<file path="config.mk">
export PLATFORM = sky130hd
export DESIGN_NAME = mem_io_ctrl
export DESIGN_NICKNAME = d
export VERILOG_FILES = /design/src/rtl/mem_io_pkg.sv /design/src/rtl/mem_wait_counter.sv /design/src/rtl/mem_io_ctrl.sv
export SDC_FILE = /design/constraint.sdc
export NUM_CORES = 1
export LEC_CHECK = 0
export BUFFER_PORTS_ARGS = -buffer_cell sky130_fd_sc_hd__buf_2
export CORE_UTILIZATION = 43
export CTS_CLUSTER_SIZE = 30
export DETAILED_ROUTE_END_ITERATION = 6
export PLACE_DENSITY = 0.76
export SYNTH_ARGS = -nofsm -noshare
export SYNTH_HDL_FRONTEND = slang
export SYNTH_SLANG_ARGS = --single-unit
</file>
<file path="constraint.sdc">
create_clock -name Clk -period 1.9 [get_ports Clk]
set_input_delay 0.19 -clock Clk [delete_from_list [all_inputs] [get_ports Clk]]
set_output_delay 0.19 -clock Clk [all_outputs]
set_load 0.03 [all_outputs]
</file>
<file path="src/rtl/mem_io_pkg.sv">
// mem_io_pkg
// Shared types and constants for the LC-3 memory/I-O sequencer.
//   mem_state_t     : sequencer states IDLE, SETUP, ACCESS, DONE
//   IO_ADDR_DEFAULT : default memory-mapped I/O address
//   CNT_W           : width of the wait-state counter (covers WAIT_CYCLES up to 15)
package mem_io_pkg;

    typedef enum logic [1:0] {
        IDLE,
        SETUP,
        ACCESS,
        DONE
    } mem_state_t;

    localparam logic [15:0] IO_ADDR_DEFAULT = 16'hFFFF;
    localparam int unsigned CNT_W           = $clog2(16);

endpackage

</file>
<file path="src/rtl/mem_wait_counter.sv">
// mem_wait_counter
// Loadable down-counter that times the SRAM strobe window.
// Ports:
//   i_clk      : clock, rising edge
//   i_rst_n    : synchronous active-low reset, clears the count to 0
//   i_load     : load i_load_val (has priority over i_dec)
//   i_dec      : decrement by one, saturating at 0
//   i_load_val : value to load
//   o_zero     : count is 0
module mem_wait_counter
    import mem_io_pkg::*;
(
    input  logic             i_clk,
    input  logic             i_rst_n,
    input  logic             i_load,
    input  logic             i_dec,
    input  logic [CNT_W-1:0] i_load_val,
    output logic             o_zero
);

    logic [CNT_W-1:0] r_count;

    always_ff @(posedge i_clk) begin
        if (!i_rst_n) begin
            r_count <= '0;
        end else if (i_load) begin
            r_count <= i_load_val;
        end else if (i_dec && (r_count != '0)) begin
            r_count <= r_count - 1'b1;
        end
    end

    assign o_zero = (r_count == '0);

endmodule

</file>
<file path="src/rtl/mem_io_ctrl.sv">
// mem_io_ctrl
// Turns a single-cycle MAR/MDR access request into a multi-cycle asynchronous SRAM
// read or write with WAIT_CYCLES strobe cycles, and optionally decodes one
// memory-mapped I/O address (reads return Switches, writes load Hex_Data).
// Build option: define MEM_IO_MAP_EN to enable the IO_ADDR decode. Without it IO_ADDR
// is an ordinary SRAM address, Hex_Data is 0 and Switches is ignored.
// Ports:
//   Clk, Reset_al       : clock and synchronous active-low reset
//   Mem_Req, Mem_We     : request and direction (1 = write), sampled in IDLE only
//   MAR, MDR            : address and write data, latched with the request
//   Switches            : value returned by I/O reads
//   sram_dq_in          : SRAM data bus, input side
//   MDR_In              : registered read data
//   Mem_Rdy             : one-cycle completion pulse
//   Hex_Data            : hex-display register
//   sram_addr           : {4'b0, latched MAR}
//   sram_dq_out/_oe     : latched write data and its bus enable
//   sram_ce_n/_oe_n/_we_n : active-low SRAM strobes
module mem_io_ctrl
    import mem_io_pkg::*;
#(
    parameter int unsigned WAIT_CYCLES = 2,
    parameter logic [15:0] IO_ADDR     = IO_ADDR_DEFAULT
) (
    input  logic        Clk,
    input  logic        Reset_al,
    input  logic        Mem_Req,
    input  logic        Mem_We,
    input  logic [15:0] MAR,
    input  logic [15:0] MDR,
    input  logic [15:0] Switches,
    input  logic [15:0] sram_dq_in,
    output logic [15:0] MDR_In,
    output logic        Mem_Rdy,
    output logic [15:0] Hex_Data,
    output logic [19:0] sram_addr,
    output logic [15:0] sram_dq_out,
    output logic        sram_dq_oe,
    output logic        sram_ce_n,
    output logic        sram_oe_n,
    output logic        sram_we_n
);

    // SETUP loads WAIT_CYCLES-1 so ACCESS lasts exactly WAIT_CYCLES cycles.
    localparam logic [CNT_W-1:0] LOAD_VAL = CNT_W'(WAIT_CYCLES - 1);

    mem_state_t  r_state;
    mem_state_t  w_state_next;
    logic [15:0] r_mar;
    logic [15:0] r_mdr;
    logic [15:0] r_mdr_in;
    logic [15:0] w_mdr_in_next;
    logic        r_we;
    logic        r_io;
    logic        w_is_io;
    logic        w_start;
    logic        w_cnt_load;
    logic        w_cnt_dec;
    logic        w_cnt_zero;

    assign w_start = (r_state == IDLE) && Mem_Req;

`ifdef MEM_IO_MAP_EN
    logic [15:0] r_hex;

    assign w_is_io = (MAR == IO_ADDR);

    always_ff @(posedge Clk) begin
        if (!Reset_al) begin
            r_hex <= 16'h0000;
        end else if (w_start && w_is_io && Mem_We) begin
            r_hex <= MDR;
        end
    end

    assign Hex_Data = r_hex;
`else
    logic [15:0] w_unused_io;

    assign w_is_io     = 1'b0;
    assign Hex_Data    = 16'h0000;
    assign w_unused_io = IO_ADDR ^ Switches;
`endif

    mem_wait_counter u_wait_counter (
        .i_clk      (Clk),
        .i_rst_n    (Reset_al),
        .i_load     (w_cnt_load),
        .i_dec      (w_cnt_dec),
        .i_load_val (LOAD_VAL),
        .o_zero     (w_cnt_zero)
    );

    // Read data: SRAM capture on the last ACCESS edge, or Switches on an I/O read.
    always_comb begin
        w_mdr_in_next = r_mdr_in;
        if ((r_state == ACCESS) && w_cnt_zero && !r_we) begin
            w_mdr_in_next = sram_dq_in;
        end
`ifdef MEM_IO_MAP_EN
        if (w_start && w_is_io && !Mem_We) begin
            w_mdr_in_next = Switches;
        end
`endif
    end

    always_ff @(posedge Clk) begin
        if (!Reset_al) begin
            r_state  <= IDLE;
            r_mar    <= 16'h0000;
            r_mdr    <= 16'h0000;
            r_we     <= 1'b0;
            r_io     <= 1'b0;
            r_mdr_in <= 16'h0000;
        end else begin
            r_state  <= w_state_next;
            r_mdr_in <= w_mdr_in_next;
            if (w_start) begin
                r_mar <= MAR;
                r_mdr <= MDR;
                r_we  <= Mem_We;
                r_io  <= w_is_io;
            end
        end
    end

    always_comb begin
        w_state_next = r_state;
        sram_ce_n    = 1'b1;
        sram_oe_n    = 1'b1;
        sram_we_n    = 1'b1;
        sram_dq_oe   = 1'b0;
        Mem_Rdy      = 1'b0;
        w_cnt_load   = 1'b0;
        w_cnt_dec    = 1'b0;
        unique case (r_state)
            IDLE: begin
                if (Mem_Req) begin
                    w_state_next = w_is_io ? DONE : SETUP;
                end
            end
            SETUP: begin
                sram_ce_n    = 1'b0;
                sram_oe_n    = r_we;
                sram_dq_oe   = r_we;
                w_cnt_load   = 1'b1;
                w_state_next = ACCESS;
            end
            ACCESS: begin
                sram_ce_n  = 1'b0;
                sram_oe_n  = r_we;
                sram_we_n  = ~r_we;
                sram_dq_oe = r_we;
                if (w_cnt_zero) begin
                    w_state_next = DONE;
                end else begin
                    w_cnt_dec = 1'b1;
                end
            end
            DONE: begin
                Mem_Rdy      = 1'b1;
                // An I/O access never touches the SRAM; an SRAM write holds data one more cycle.
                sram_ce_n    = r_io;
                sram_dq_oe   = r_we & ~r_io;
                w_state_next = IDLE;
            end
            default: begin
                w_state_next = IDLE;
            end
        endcase
    end

    assign sram_addr   = {4'b0000, r_mar};
    assign sram_dq_out = r_mdr;
    assign MDR_In      = r_mdr_in;

endmodule

</file>
==> metrics <==
outcome finished, final reports clean; vias in the first global route 1,655; total grt overflow 0; Initial DRC Count 91; RR Startpoint u_wait_counter.r_count[0]; Hold EP r_mar[15]; drt pass-1 iters 4; CP Class flip-flop to flip-flop; Rows 26; worst-path fanout max 6; Hold Buf Count CTS 0; pwr dens 1340 mW/mm^2; final-report hold violation count 0; worst skew pair latency 300 ps; max frequency 549 MHz; root buf cell clkbuf_8; VDD IR max 0.547 mV; die width 75.6 microns; die height 75.6 microns; H-tree Lvls 2; cell count after synthesis 281; reg2reg path depth 6; register area share after synthesis 0.473; Final Power 3.95 mW; antenna cells 0; count of pins over their slew limit 0; I/O Buffers 104; Syn. warnings 0; GRT Resource Usage Total 0.161; MaxCap Viol Count 0; Critical R2R Capture MDR_In[4]; min cycle time layout 1820 ps; CTS tree yes; Tcrit/Tclk final 0.958; Arrival @ worst endpoint 2050 ps; Hold Path Class primary input to flip-flop; R2R Setup Slk 80 ps; Hold Path Origin MAR[15]; total negative setup slack 0 ps; Setup violations, final 0; Syn Std Cell Area 0.00233 sq mm; CTS buffer count 5; core area 0.00517 sq mm; Final Skew 8.53 ps; share of post-route cells with drive strength above 1 0.321; clock sinks 55; global-route wire length before repair 7030 microns; initial antenna violation count 0; GPL Wtd Cong 0.779; Die Footprint 0.00571 sq mm; leak pwr 1.43 nW; DR WL/cell 10.6 microns; Layout Nets 457; Routed WL 4790 microns; Synth-to-Final Area Change 26.9%; DRC 0; DP HPWL 3400 microns; Mean Syn Cell Area 8.29 sq um; Crit path required time 2130 ps; DR vias/cell 4.53; num ports 141; Clock Path Buffers 2; Hold Path Depth 3; Routed Antenna Nets 0; Starting Density 0.450; crit path launch type flip-flop; Unique masters post-synth 24; CTS clock-pin slew for the worst setup and hold paths 100 ps; largest net degree at the start of global routing 34; via count 2,050; CP Capture Type flip-flop; flops & latches, synth 55
==> per-stage QoR <==
step / std cells / hold slack, ps / area [sq um] / utilization / setup WS, ps
after floorplan: 300 / 326 / 2400 / - / 222
after CTS: 452 / 105 / 2940 / 0.568 / 75.2
final: 453 / 118 / 2950 / 0.571 / 79.1
after global routing: 453 / 109 / 2950 / 0.571 / -28.7
after detailed placement: 444 / 435 / 2820 / 0.545 / 106
after global placement: 444 / 429 / 2820 / 0.545 / 176
==> sequential cells by signal, indices dropped and copies added (netlist names) <==
| name | count |
|---|---|
| MDR_In | 16 |
| r_mar | 16 |
| sram_dq_out | 16 |
| u_wait_counter.r_count | 4 |
| r_state | 2 |
| r_we | 1 |
==> power by group <==
group | internal, mW | switching, mW
clock network | 0.427 | 0.359
registers | 1.37 | 0.121
logic | 0.547 | 1.12
total | 2.35 | 1.60
==> repair_timing <==
action,4_1_cts,5_1_grt
resized for setup,0,3
endpoints found under the setup margin,0,6
buffers inserted,0,0
hold endpoints to repair,0,0
==> critical path, stage by stage, from the launching register on <==
cell and delay [ps]:
dfxtp_1 330, inv_1 90, ha_1 210, or3b_4 440
nor3b_4 260, clkbuf_4 240, mux2i_1 180
==> kinds of logic (layout without fill, tap and decap cells) <==
kind of cell,count (synthesis),in the layout,share of synthesized area
buffers and inverters,41,124,0.109
other,1,20,0.00161
DFF,55,55,0.473
AOI/OAI and AO/OA,39,39,0.0854
and+or+nand+nor,119,119,0.212
adders and majority gates,7,7,0.0376
muxes,19,19,0.0817
==> layer usage <==
layer  vias up  share of wire  global-route usage  routed length, microns
met3         2          0.085              0.0450                     405
met2        87           0.48               0.289                    2300
met5         -              0                   0                       0
met1       906           0.43               0.183                    2060
li1       1055              -                   -                       -
met4         0         0.0036              0.0556                      17
==> cells in the final DEF, fill, tap and decap left out <==
cell	instances
nand2b_1	2
nor3b_4	1
clkinv_2	1
and2_1	1
nor2b_1	2
buf_2	104
or3b_4	1
buf_4	5
nor3_1	1
clkbuf_4	1
clkbuf_8	6
nand2_1	105
o21ai_0	1
nand4b_1	1
bufinv_16	1
ha_1	7
and3_2	2
inv_1	5
mux2i_1	19
nor4b_1	1
o31a_1	1
dfxtp_1	55
buf_6	1
nor2_1	2
a21oi_1	37
conb_1	20
==> Yosys cell counts <==
cell / instances / area [sq um]
nand2_1: 105 / 394
dfxtp_1: 55 / 1100
a21oi_1: 37 / 185
buf_4: 20 / 150
mux2i_1: 19 / 190
clkbuf_1: 12 / 45.0
ha_1: 7 / 87.6
inv_1: 5 / 18.8
and3_2: 2 / 15.0
buf_1: 2 / 7.51
nand2b_1: 2 / 12.5
nor2_1: 2 / 7.51
nor2b_1: 2 / 12.5
and2_1: 1 / 6.26
buf_12: 1 / 20.0
buf_6: 1 / 11.3
conb_1: 1 / 3.75
nand4b_1: 1 / 8.76
nor3_1: 1 / 5.00
nor3b_2: 1 / 12.5
nor4b_1: 1 / 8.76
o21ai_0: 1 / 5.00
o31a_1: 1 / 8.76
or3b_4: 1 / 11.3
==> area by class of cell <==
cell class	count	area (sq um)
clock buffers	6	82.6
inverters	5	18.8
well taps	70	87.6
multi-input cells	204	1050
fillers	471	2220
flip-flops and latches	55	1100
clock inverters	2	35.0
repair buffers	111	577
==> worst max-delay path by stage <==
stage / end / depth (start not counted) / slack [ps] / start
after floorplan: MDR_In[0] / 7 / 220 / u_wait_counter.r_count[0]
after global placement: MDR_In[11] / 6 / 180 / u_wait_counter.r_count[0]
after detailed placement: MDR_In[1] / 6 / 110 / u_wait_counter.r_count[0]
after CTS: MDR_In[1] / 6 / 80 / u_wait_counter.r_count[0]
after global routing: MDR_In[0] / 6 / -30 / u_wait_counter.r_count[0]
final: MDR_In[4] / 6 / 80 / u_wait_counter.r_count[0]
Power figures use the tool's default switching activity.
